--- src/rtl/dmem_pkg.sv ---
`default_nettype none
// +----------------------------------------------------------------------+
// | dmem_pkg : shared constants and state encoding for dmem_arbiter      |
// | Rev 1.0                                                              |
// +----------------------------------------------------------------------+
package dmem_pkg;

  localparam int M0            = 0;
  localparam int M1            = 1;
  localparam int NPORTS        = 2;
  localparam int DEFAULT_DEPTH = 1024;
  localparam int CNT_W         = 4;

  typedef enum logic {
    IDLE = 1'b0,
    OWN1 = 1'b1
  } state_e;

endpackage
`default_nettype wire

--- src/rtl/dmem_arbiter_if.sv ---
`default_nettype none
// +----------------------------------------------------------------------+
// | dmem_arbiter_if : one requester port of the data-memory arbiter      |
// | Rev 1.0                                                              |
// +----------------------------------------------------------------------+
interface dmem_arbiter_if #(
  parameter int ADDR_W = 32,
  parameter int DATA_W = 32
);
  logic              req;
  logic              we;
  logic [ADDR_W-1:0] addr;
  logic [DATA_W-1:0] wdata;
  logic              gnt;
  logic              rvalid;
  logic [DATA_W-1:0] rdata;
  logic              err;

  modport master (
    output req, we, addr, wdata,
    input  gnt, rvalid, rdata, err
  );

  modport slave (
    input  req, we, addr, wdata,
    output gnt, rvalid, rdata, err
  );
endinterface
`default_nettype wire

--- src/rtl/dmem_arbiter_rr_wait_counter.sv ---
`default_nettype none
// +----------------------------------------------------------------------+
// | rr_wait_counter : saturating count of consecutive m1 denials         |
// | Rev 1.0                                                              |
// +----------------------------------------------------------------------+
module rr_wait_counter #(
  parameter int MAX_WAIT = 4,
  parameter int CNT_W    = 4
) (
  input  wire logic clk,
  input  wire logic rst_n,
  input  wire logic inc_i,
  input  wire logic clr_i,
  output logic      at_max_o
);

  localparam logic [CNT_W-1:0] c_max = CNT_W'(MAX_WAIT);

  logic [CNT_W-1:0] count_q;
  logic [CNT_W-1:0] count_d;

  always_comb begin
    count_d = count_q;
    if (clr_i) begin
      count_d = '0;
    end else if (inc_i && (count_q != c_max)) begin
      count_d = count_q + CNT_W'(1);
    end
  end

  always_ff @(posedge clk or negedge rst_n) begin
    if (!rst_n) begin
      count_q <= '0;
    end else begin
      count_q <= count_d;
    end
  end

  assign at_max_o = (count_q == c_max);

endmodule
`default_nettype wire

--- src/rtl/dmem_arbiter.sv ---
`default_nettype none
// +----------------------------------------------------------------------+
// | dmem_arbiter : m0-priority data-memory arbiter with m1 anti-starve,  |
// | m1 burst lock and out-of-range rejection.              Rev 1.0       |
// +----------------------------------------------------------------------+
module dmem_arbiter
  import dmem_pkg::*;
#(
  parameter int ADDR_W   = 32,
  parameter int DATA_W   = 32,
  parameter int DEPTH    = DEFAULT_DEPTH,
  parameter int MAX_WAIT = 4
) (
  input  wire logic              clk,
  input  wire logic              rst_n,
  dmem_arbiter_if.slave          m0,
  dmem_arbiter_if.slave          m1,
  input  wire logic              m1_lock_i,
  output logic                   mem_read_o,
  output logic                   mem_write_o,
  output logic [ADDR_W-1:0]      mem_addr_o,
  output logic [DATA_W-1:0]      mem_wdata_o,
  input  wire logic [DATA_W-1:0] mem_rdata_i
);

  localparam logic [ADDR_W:0] c_depth = (ADDR_W+1)'(DEPTH);

  state_e                          state_q;
  state_e                          state_d;
  logic [NPORTS-1:0]               w_req;
  logic [NPORTS-1:0]               w_we;
  logic [NPORTS-1:0]               w_gnt;
  logic [NPORTS-1:0]               w_ok;
  logic [NPORTS-1:0][ADDR_W-1:0]   w_addr;
  logic [NPORTS-1:0][DATA_W-1:0]   w_wdata;
  logic [NPORTS-1:0]               w_rvalid;
  logic [NPORTS-1:0]               w_err;
  logic [NPORTS-1:0][DATA_W-1:0]   w_rdata;
  logic                            w_at_max;
  logic                            w_any;
  logic                            w_sel;

  assign w_req[M0]   = m0.req;
  assign w_req[M1]   = m1.req;
  assign w_we[M0]    = m0.we;
  assign w_we[M1]    = m1.we;
  assign w_addr[M0]  = m0.addr;
  assign w_addr[M1]  = m1.addr;
  assign w_wdata[M0] = m0.wdata;
  assign w_wdata[M1] = m1.wdata;

  rr_wait_counter #(
    .MAX_WAIT (MAX_WAIT),
    .CNT_W    (CNT_W)
  ) u_wait (
    .clk      (clk),
    .rst_n    (rst_n),
    .inc_i    (w_req[M1] & ~w_gnt[M1]),
    .clr_i    (w_gnt[M1] | ~w_req[M1]),
    .at_max_o (w_at_max)
  );

  // Grants are suppressed while reset is asserted so the memory bus goes quiet at once.
  always_comb begin
    state_d = state_q;
    w_gnt   = '0;
    if (rst_n) begin
      case (state_q)
        IDLE: begin
          if (w_req[M1] && w_at_max) begin
            w_gnt[M1] = 1'b1;
          end else if (w_req[M0]) begin
            w_gnt[M0] = 1'b1;
          end else if (w_req[M1]) begin
            w_gnt[M1] = 1'b1;
          end
          if (w_gnt[M1] && m1_lock_i) begin
            state_d = OWN1;
          end
        end
        OWN1: begin
          w_gnt[M1] = w_req[M1];
          if (!w_req[M1] || !m1_lock_i) begin
            state_d = IDLE;
          end
        end
        default: state_d = IDLE;
      endcase
    end
  end

  always_ff @(posedge clk or negedge rst_n) begin
    if (!rst_n) begin
      state_q <= IDLE;
    end else begin
      state_q <= state_d;
    end
  end

  assign w_any       = |w_gnt;
  assign w_sel       = w_gnt[M1];
  assign mem_addr_o  = w_any ? w_addr[w_sel]  : '0;
  assign mem_wdata_o = w_any ? w_wdata[w_sel] : '0;
  assign mem_write_o = w_any &  w_we[w_sel] & w_ok[w_sel];
  assign mem_read_o  = w_any & ~w_we[w_sel] & w_ok[w_sel];

  for (genvar i = 0; i < NPORTS; i++) begin : g_ret
    logic              rvalid_q;
    logic              rvalid_d;
    logic              err_q;
    logic              err_d;
    logic [DATA_W-1:0] rdata_q;
    logic [DATA_W-1:0] rdata_d;

    assign w_ok[i] = ({1'b0, w_addr[i]} < c_depth);

    always_comb begin
      rvalid_d = w_gnt[i] & (~w_we[i] | ~w_ok[i]);
      err_d    = w_gnt[i] & ~w_ok[i];
      rdata_d  = rdata_q;
      if (w_gnt[i] && !w_ok[i]) begin
        rdata_d = '0;
      end else if (w_gnt[i] && !w_we[i]) begin
        rdata_d = mem_rdata_i;
      end
    end

    always_ff @(posedge clk or negedge rst_n) begin
      if (!rst_n) begin
        rvalid_q <= 1'b0;
        err_q    <= 1'b0;
        rdata_q  <= '0;
      end else begin
        rvalid_q <= rvalid_d;
        err_q    <= err_d;
        rdata_q  <= rdata_d;
      end
    end

    assign w_rvalid[i] = rvalid_q;
    assign w_err[i]    = err_q;
    assign w_rdata[i]  = rdata_q;
  end

  assign m0.gnt    = w_gnt[M0];
  assign m1.gnt    = w_gnt[M1];
  assign m0.rvalid = w_rvalid[M0];
  assign m1.rvalid = w_rvalid[M1];
  assign m0.err    = w_err[M0];
  assign m1.err    = w_err[M1];
  assign m0.rdata  = w_rdata[M0];
  assign m1.rdata  = w_rdata[M1];

endmodule
`default_nettype wire

--- src/flat_wrapper.sv ---
// flat-port wrapper written by rule: the top's interface ports become plain ports
module dmem_arbiter_flat import dmem_pkg::*;
#(
  parameter int ADDR_W   = 32,
  parameter int DATA_W   = 32,
  parameter int DEPTH    = DEFAULT_DEPTH,
  parameter int MAX_WAIT = 4
)
  (clk, rst_n, m1_lock_i, mem_read_o, mem_write_o, mem_addr_o, mem_wdata_o, mem_rdata_i, m0_req, m0_we, m0_addr, m0_wdata, m0_gnt, m0_rvalid, m0_rdata, m0_err, m1_req, m1_we, m1_addr, m1_wdata, m1_gnt, m1_rvalid, m1_rdata, m1_err);
  dmem_arbiter_if #(.ADDR_W(ADDR_W), .DATA_W(DATA_W)) m0_i ();
  dmem_arbiter_if #(.ADDR_W(ADDR_W), .DATA_W(DATA_W)) m1_i ();
  input  wire logic clk;
  input  wire logic rst_n;
  input  wire logic m1_lock_i;
  output logic mem_read_o;
  output logic mem_write_o;
  output logic [ADDR_W-1:0] mem_addr_o;
  output logic [DATA_W-1:0] mem_wdata_o;
  input  wire logic [DATA_W-1:0] mem_rdata_i;
  input wire logic [$bits(m0_i.req)-1:0] m0_req;
  input wire logic [$bits(m0_i.we)-1:0] m0_we;
  input wire logic [$bits(m0_i.addr)-1:0] m0_addr;
  input wire logic [$bits(m0_i.wdata)-1:0] m0_wdata;
  output wire logic [$bits(m0_i.gnt)-1:0] m0_gnt;
  output wire logic [$bits(m0_i.rvalid)-1:0] m0_rvalid;
  output wire logic [$bits(m0_i.rdata)-1:0] m0_rdata;
  output wire logic [$bits(m0_i.err)-1:0] m0_err;
  input wire logic [$bits(m1_i.req)-1:0] m1_req;
  input wire logic [$bits(m1_i.we)-1:0] m1_we;
  input wire logic [$bits(m1_i.addr)-1:0] m1_addr;
  input wire logic [$bits(m1_i.wdata)-1:0] m1_wdata;
  output wire logic [$bits(m1_i.gnt)-1:0] m1_gnt;
  output wire logic [$bits(m1_i.rvalid)-1:0] m1_rvalid;
  output wire logic [$bits(m1_i.rdata)-1:0] m1_rdata;
  output wire logic [$bits(m1_i.err)-1:0] m1_err;
  assign m0_i.req = m0_req;
  assign m0_i.we = m0_we;
  assign m0_i.addr = m0_addr;
  assign m0_i.wdata = m0_wdata;
  assign m0_gnt = m0_i.gnt;
  assign m0_rvalid = m0_i.rvalid;
  assign m0_rdata = m0_i.rdata;
  assign m0_err = m0_i.err;
  assign m1_i.req = m1_req;
  assign m1_i.we = m1_we;
  assign m1_i.addr = m1_addr;
  assign m1_i.wdata = m1_wdata;
  assign m1_gnt = m1_i.gnt;
  assign m1_rvalid = m1_i.rvalid;
  assign m1_rdata = m1_i.rdata;
  assign m1_err = m1_i.err;
  dmem_arbiter #(.ADDR_W(ADDR_W), .DATA_W(DATA_W), .DEPTH(DEPTH), .MAX_WAIT(MAX_WAIT)) u_core (.clk(clk), .rst_n(rst_n), .m0(m0_i), .m1(m1_i), .m1_lock_i(m1_lock_i), .mem_read_o(mem_read_o), .mem_write_o(mem_write_o), .mem_addr_o(mem_addr_o), .mem_wdata_o(mem_wdata_o), .mem_rdata_i(mem_rdata_i));
endmodule
--- config.mk ---
export PLATFORM = sky130hd
export DESIGN_NAME = dmem_arbiter_flat
export DESIGN_NICKNAME = d
export VERILOG_FILES = /design/src/rtl/dmem_pkg.sv /design/src/rtl/dmem_arbiter_if.sv /design/src/rtl/dmem_arbiter_rr_wait_counter.sv /design/src/rtl/dmem_arbiter.sv /design/src/flat_wrapper.sv
export SDC_FILE = /design/constraint.sdc
export NUM_CORES = 1
export LEC_CHECK = 0
export ABC_CLOCK_PERIOD_IN_PS = 1900
export BUFFER_PORTS_ARGS = -buffer_cell sky130_fd_sc_hd__buf_2
export CAP_MARGIN = 20
export CORE_AREA = 3 3 117 119
export CTS_BUF_LIST = sky130_fd_sc_hd__clkbuf_8
export CTS_CLUSTER_DIAMETER = 40
export CTS_CLUSTER_SIZE = 16
export DETAILED_ROUTE_END_ITERATION = 16
export DIE_AREA = 0 0 120 122
export SLEW_MARGIN = 0
export SYNTH_ARGS = -nofsm -noshare
export SYNTH_HDL_FRONTEND = slang
export SYNTH_SLANG_ARGS = --single-unit
--- constraint.sdc ---
create_clock -name clk -period 1.9 [get_ports clk]
set_input_delay 0.095 -clock clk [delete_from_list [all_inputs] [get_ports clk]]
set_output_delay 0.095 -clock clk [all_outputs]
set_load 0.02 [all_outputs]
==> results of run 1 <==
worst min-delay path by stage:
stage	from	end	slack [ns]	depth (start not counted)
3_3_place_gp	rst_n	u_core.u_wait.count_q[1]	-0.08	1
6_report	m1_req	u_core.u_wait.count_q[2]	0.05	3
3_5_place_dp	rst_n	u_core.u_wait.count_q[1]	-0.08	1
2_1_floorplan	rst_n	u_core.m0.err	-0.20	0
5_1_grt	m1_req	u_core.u_wait.count_q[2]	0.06	3
4_1_cts	m1_req	u_core.u_wait.count_q[2]	0.03	3
worst register-to-register path: cells and delay by family (launching register included):
kind | cells | cell delay (ns)
flip-flops | 1 | 0.35
buffers and inverters | 6 | 0.79
AO/OA/AOI/OAI | 2 | 0.26
adder cells (fa/ha/maj) | 1 | 0.19
AND/OR/NAND/NOR | 2 | 0.42
sequential cells by signal (all words and copies together) (netlist names):
name                   flops
u_core.m0.rdata           32
u_core.m1.err              1
u_core.m0.err              1
u_core.state_q             1
u_core.m0.rvalid           1
u_core.m1.rdata           32
u_core.m1.rvalid           1
u_core.u_wait.count_q      4
per-stage QoR:
stage               cell area (µm²)  instances  setup slack (ns)  utilization (%)
floorplan                      3622        289           0.02699                -
global placement               5418        760          -0.02461            42.76
detailed placement             5418        760          -0.06009            42.76
CTS                            6369        829           -0.3024            50.26
global route                   6494        834           -0.3588            51.25
finish                         6494        834           -0.2531            51.25
power breakdown:
| part | switching, mW | total, mW | internal, mW | leakage, nW |
|---|---|---|---|---|
| registers | 0.00582 | 1.57 | 1.56 | 1.02 |
| logic | 0.492 | 0.952 | 0.460 | 2.50 |
| clock network | 0.553 | 1.08 | 0.526 | 0.0847 |
| total | 1.05 | 3.60 | 2.55 | 3.60 |
metal layers:
metal  vias up  share of wire (%)  GRT usage (%)
met1      2082                 41          28.85
met5         -                  0              0
met2       213                 49          36.49
met4         0                1.6          4.438
met3        29                7.8          5.617
li1       1910                  -              -
synthesized netlist by cell type:
cell type / n / area (µm²)
o211ai_1: 1 / 7.510
or2_1: 1 / 6.260
nor2b_1: 1 / 6.260
xor2_1: 1 / 8.760
nor4_1: 3 / 18.77
buf_1: 1 / 3.750
nor4_4: 2 / 42.54
buf_6: 9 / 101.4
and3b_2: 1 / 10.01
dfrtp_1: 73 / 1827
inv_2: 4 / 15.01
o21ai_0: 2 / 10.01
ha_1: 2 / 25.02
a31o_2: 1 / 8.760
nor4_2: 8 / 100.1
nand2_1: 4 / 15.01
nand3b_1: 1 / 7.510
nand4_2: 2 / 25.02
nand2b_1: 2 / 12.51
buf_2: 13 / 65.06
o211ai_2: 1 / 12.51
nand3_1: 2 / 10.01
nor2_1: 9 / 33.78
nor3_1: 1 / 5.000
clkbuf_1: 3 / 11.26
a22o_1: 129 / 1130
inv_1: 6 / 22.52
a21oi_1: 2 / 10.01
o31ai_4: 2 / 42.54
o211ai_4: 1 / 21.27
a211oi_1: 1 / 7.510
kinds of logic after synthesis:
| logic type | count (synthesis) | synth area share (%) |
|---|---|---|
| compound gates | 140 | 34.51 |
| flops | 73 | 50.43 |
| simple gates | 37 | 8.083 |
| buf+inv | 36 | 6.045 |
| fa+ha+maj | 2 | 0.6907 |
| xor+xnor | 1 | 0.2418 |
timing repair:
action	4_1_cts	5_1_grt
gates resized for setup	49	10
hold buffers	34	0
gates cloned	6	3
pin swaps	7	40
hold endpoints to repair	89	0
buffers inserted	16	2
setup endpoints to repair	132	133
cell type report:
class,instances,area [µm²]
clock buffer,11,151.4
clock inverter,3,18.77
fill,1153,6177
inverter,10,45.04
multi-input combinational,181,1609
sequential,73,1827
tap,172,215.2
timing repair buffer,384,2628
==> flow_summary.json, run 1 <==
{
  "synthToLayoutAreaGrowth_pct": 79.27,
  "cp-start-kind": "flip-flop",
  "r2r_end": "u_core.m0.rdata[27]",
  "path_cells": "inv_1 -> ha_2 -> nand3b_1 -> o211ai_2 -> inv_4 -> buf_12 -> a22o_1 -> buf_2",
  "cpLargestDelayFamily": "buffers and inverters",
  "antenna_left": 0,
  "critPathRequiredTime_ns": 1.80,
  "clock_skew_ns": 0.009558,
  "synth_area_per_cell_um2": 12.53,
  "cap_violations": 0,
  "cellLeakagePower_nw": 3.602,
  "antennaDiodeCount": 0,
  "grt_usage_pct": 21.86,
  "fin_crit_sh_pct": 113.3,
  "fmax_ghz": 0.4645,
  "pwr_density_cell_mw_per_mm2": 554.3,
  "core_area_mm2": 0.01267,
  "die_area_mm2": 0.01464,
  "startpoint": "u_core.u_wait.count_q[0]",
  "hpwl_um": 12320,
  "path_class": "flip-flop to output port",
  "r2r_start": "u_core.u_wait.count_q[0]",
  "rsz0062_at_grt": "true",
  "cts_inserted_buffers": 9,
  "cpMaxStageDelayCell": "dfrtp_1",
  "finalHoldViolations": 0,
  "ir_worst_vdd_uv": 450.8,
  "drive_gt1_share_pct": 58.61,
  "critical_path.endpoint": "mem_wdata_o[24]",
  "clock_path_buffers": 2,
  "yosysUniqueCellTypes": 31,
  "overflow": 0,
  "clk_latency_ns": 0.35,
  "grt_max_degree": 48,
  "drv_slew": 0,
  "start_util_pct": 28.59,
  "synth-seq-cells": 73,
  "grt_pass1_vias": 4318,
  "nets": 828,
  "worstMarginPinSlew_ns": 0.5928,
  "slowest_delay_ns": 0.38,
  "critical_path_depth": 8,
  "final_common_cell": "buf_2",
  "port_buffers": 302,
  "syn_inst": 289,
  "routed_via_density": 5.077,
  "dr.pass1.iters": 4,
  "final_cell_mix": "buf_2, a22o_1, dfrtp_1, dlygate4sd3_1, buf_6",
  "r2r_cells": 11,
  "ioPinCount": 303,
  "status": "finished with violations",
  "tritoncts": "yes",
  "violations": "negative setup slack",
  "ys_seq_area_share_pct": 50.43,
  "setup_ws_ns": -0.2531,
  "place.gp.congestion": 0.9621,
  "grt_pass1_wl_um": 24930,
  "max_slew_margin_pct": 60.48,
  "htreeDepth": 3,
  "mappedNetlistNets": 458,
  "setup_viol": 124,
  "dieWidth_um": 120,
  "synth.cell_area_mm2": 0.003622,
  "p_total_mw": 3.599,
  "fin_setup_tns_ns": -21.45,
  "antenna_found_initial": 0,
  "critPathBufInv": 4,
  "crit_path_max_fanout": 17,
  "routed_wl_um": 16840,
  "wl_per_cell_um": 20.19,
  "arrival_ns": 2.06,
  "drt_iter0_drc": 231,
  "min_path_type": "input pin to flip-flop",
  "clock_sinks": 73,
  "drc": 0,
  "num_rows": 41,
  "timing.final.crit_period_ns": 2.153,
  "clkTransAtPathRegs_ns": 0.07,
  "cts_root_buf": "clkbuf_8",
  "holdWs_ns": 0.04887,
  "fp.dieH_um": 122,
  "ys_warn_count": 0,
  "cp-end-kind": "output port",
  "reg2reg_slack_ns": -0.17,
  "vias": 4234
}
Power figures use the tool's default switching activity.
==> run 2, diff against run 1 <==
Settings changed: SKIP_LAST_GASP set to 1.
==> flow_summary.json, run 2 (synthesis results as in run 1) <==
{
  "grt_pass1_wl_um": 24850,
  "dp.cells": 760,
  "die_area_mm2": 0.01464,
  "crit_path_max_fanout": 17,
  "antenna_left": 0,
  "finalHoldViolations": 0,
  "setup_viol": 124,
  "cellLeakagePower_nw": 3.595,
  "dpl_worst_slack_ns": -0.06009,
  "min_path_type": "input pin to flip-flop",
  "clkTransAtPathRegs_ns": 0.08,
  "intPower_mw": 2.536,
  "final_common_cell": "buf_2",
  "worstMarginPinSlew_ns": 0.5942,
  "grt_pass1_vias": 4310,
  "rsz0062_at_grt": "true",
  "p_total_mw": 3.588,
  "cts_inserted_buffers": 9,
  "clock_path_buffers": 2,
  "cp-start-kind": "flip-flop",
  "grt_max_degree": 48,
  "p_comb_share_pct": 26.0,
  "wl_per_cell_um": 20.02,
  "antenna_found_initial": 0,
  "routed_via_density": 5.071,
  "cp-end-kind": "output port",
  "drc": 0,
  "synthToLayoutAreaGrowth_pct": 77.62,
  "cts_root_buf": "clkbuf_8",
  "dr.pass1.iters": 4,
  "place.gp.congestion": 0.9621,
  "overflow": 0,
  "fp.dieH_um": 122,
  "start_util_pct": 28.59,
  "drt_iter0_drc": 231,
  "cap_violations": 0,
  "port_buffers": 302,
  "clock_sinks": 73,
  "fin_crit_sh_pct": 113.4,
  "clockPowerShare_pct": 30.3,
  "timing.final.crit_period_ns": 2.155,
  "dieWidth_um": 120,
  "antennaDiodeCount": 0,
  "routed_wl_um": 16730,
  "clk_latency_ns": 0.35,
  "power.switching_mw": 1.052,
  "sw_frac_of_total_pct": 29.32,
  "arrival_ns": 2.06,
  "pwr_density_cell_mw_per_mm2": 557.7,
  "ir_worst_vdd_uv": 451.5,
  "htreeDepth": 3,
  "drive_gt1_share_pct": 58.73,
  "clock_skew_ns": 0.009081,
  "p_seq_share_pct": 43.7,
  "critPathRequiredTime_ns": 1.80,
  "grt_usage_pct": 21.79,
  "fmax_ghz": 0.4640,
  "final_cell_mix": "buf_2, a22o_1, dfrtp_1, buf_4, dlygate4sd3_1",
  "violations": "negative setup slack",
  "hpwl_um": 12320,
  "ioPinCount": 303,
  "tritoncts": "yes",
  "status": "finished with violations",
  "num_rows": 41,
  "core_area_mm2": 0.01267,
  "drv_slew": 0,
  "fin_setup_tns_ns": -24.68,
  "nets": 830,
  "layout.cells.non_filler": 836,
  "setup_ws_ns": -0.2551,
  "fin_util_pct": 50.78,
  "path_class": "flip-flop to output port",
  "vias": 4239,
  "max_slew_margin_pct": 60.39
}
[run 2: layout make-up]
| type | count | area [µm²] |
|---|---|---|
| multi-input combinational | 181 | 1609 |
| tap | 172 | 215.2 |
| clock inverter | 3 | 18.77 |
| timing repair buffer | 386 | 2567 |
| clock buffer | 11 | 151.4 |
| sequential | 73 | 1827 |
| fill | 1168 | 6237 |
| inverter | 10 | 45.04 |
[run 2: power groups by stage]
stage               Combinational [mW]  Clock (mW)  Sequential (mW)
floorplan                        0.343           0             1.61
global placement                 0.763           0             1.60
detailed placement               0.772           0             1.60
CTS                              0.920        1.11             1.57
global route                     0.999        1.17             1.57
finish                           0.933        1.09             1.57
[run 2: path summary, 6_finish.rpt]
check	from	to	slack, ns	depth (start not counted)
worst max-delay path	u_core.u_wait.count_q[0]	mem_wdata_o[24]	-0.26	8
worst min-delay path	m1_req	u_core.u_wait.count_q[2]	0.05	3
worst max register to register	u_core.u_wait.count_q[0]	u_core.m0.rdata[11]	-0.25	12
worst min register to register	u_core.m0.rdata[4]	u_core.m0.rdata[4]	0.50	1
max in group asynchronous	rst_n	u_core.m1.rdata[26]	0.57	4
min in group asynchronous	rst_n	u_core.m0.err	0.15	2
[run 2: layer usage]
metal	wire (µm)	share of wire, %	global-route usage, %
met3	1182	7.1	5.571
met5	0	0	0
met1	7056	42	28.83
met2	8296	50	36.28
met4	199	1.2	4.510
[run 2: critical path: stages (launching register included)]
cell	delay, ns
dfrtp_1	0.38
inv_1	0.07
ha_2	0.19
nand3b_1	0.12
o211ai_2	0.24
inv_4	0.12
buf_12	0.17
a22o_1	0.25
buf_2	0.17
[run 2: timing repair]
item	CTS	global route
hold endpoints to repair	89	0
resized for setup	31	10
buffers inserted	16	7
endpoints found under the setup margin	132	133
gates cloned	6	1
hold buffers	34	0
pin swaps	7	39
[run 2: through the flow]
stage          hold WS [ns]  cell area (µm²)
3_5_place_dp       -0.07978             5418
2_1_floorplan       -0.2006             3622
5_1_grt             0.06353             6434
4_1_cts             0.02620             6305
3_3_place_gp       -0.07785             5418
6_report            0.04593             6434
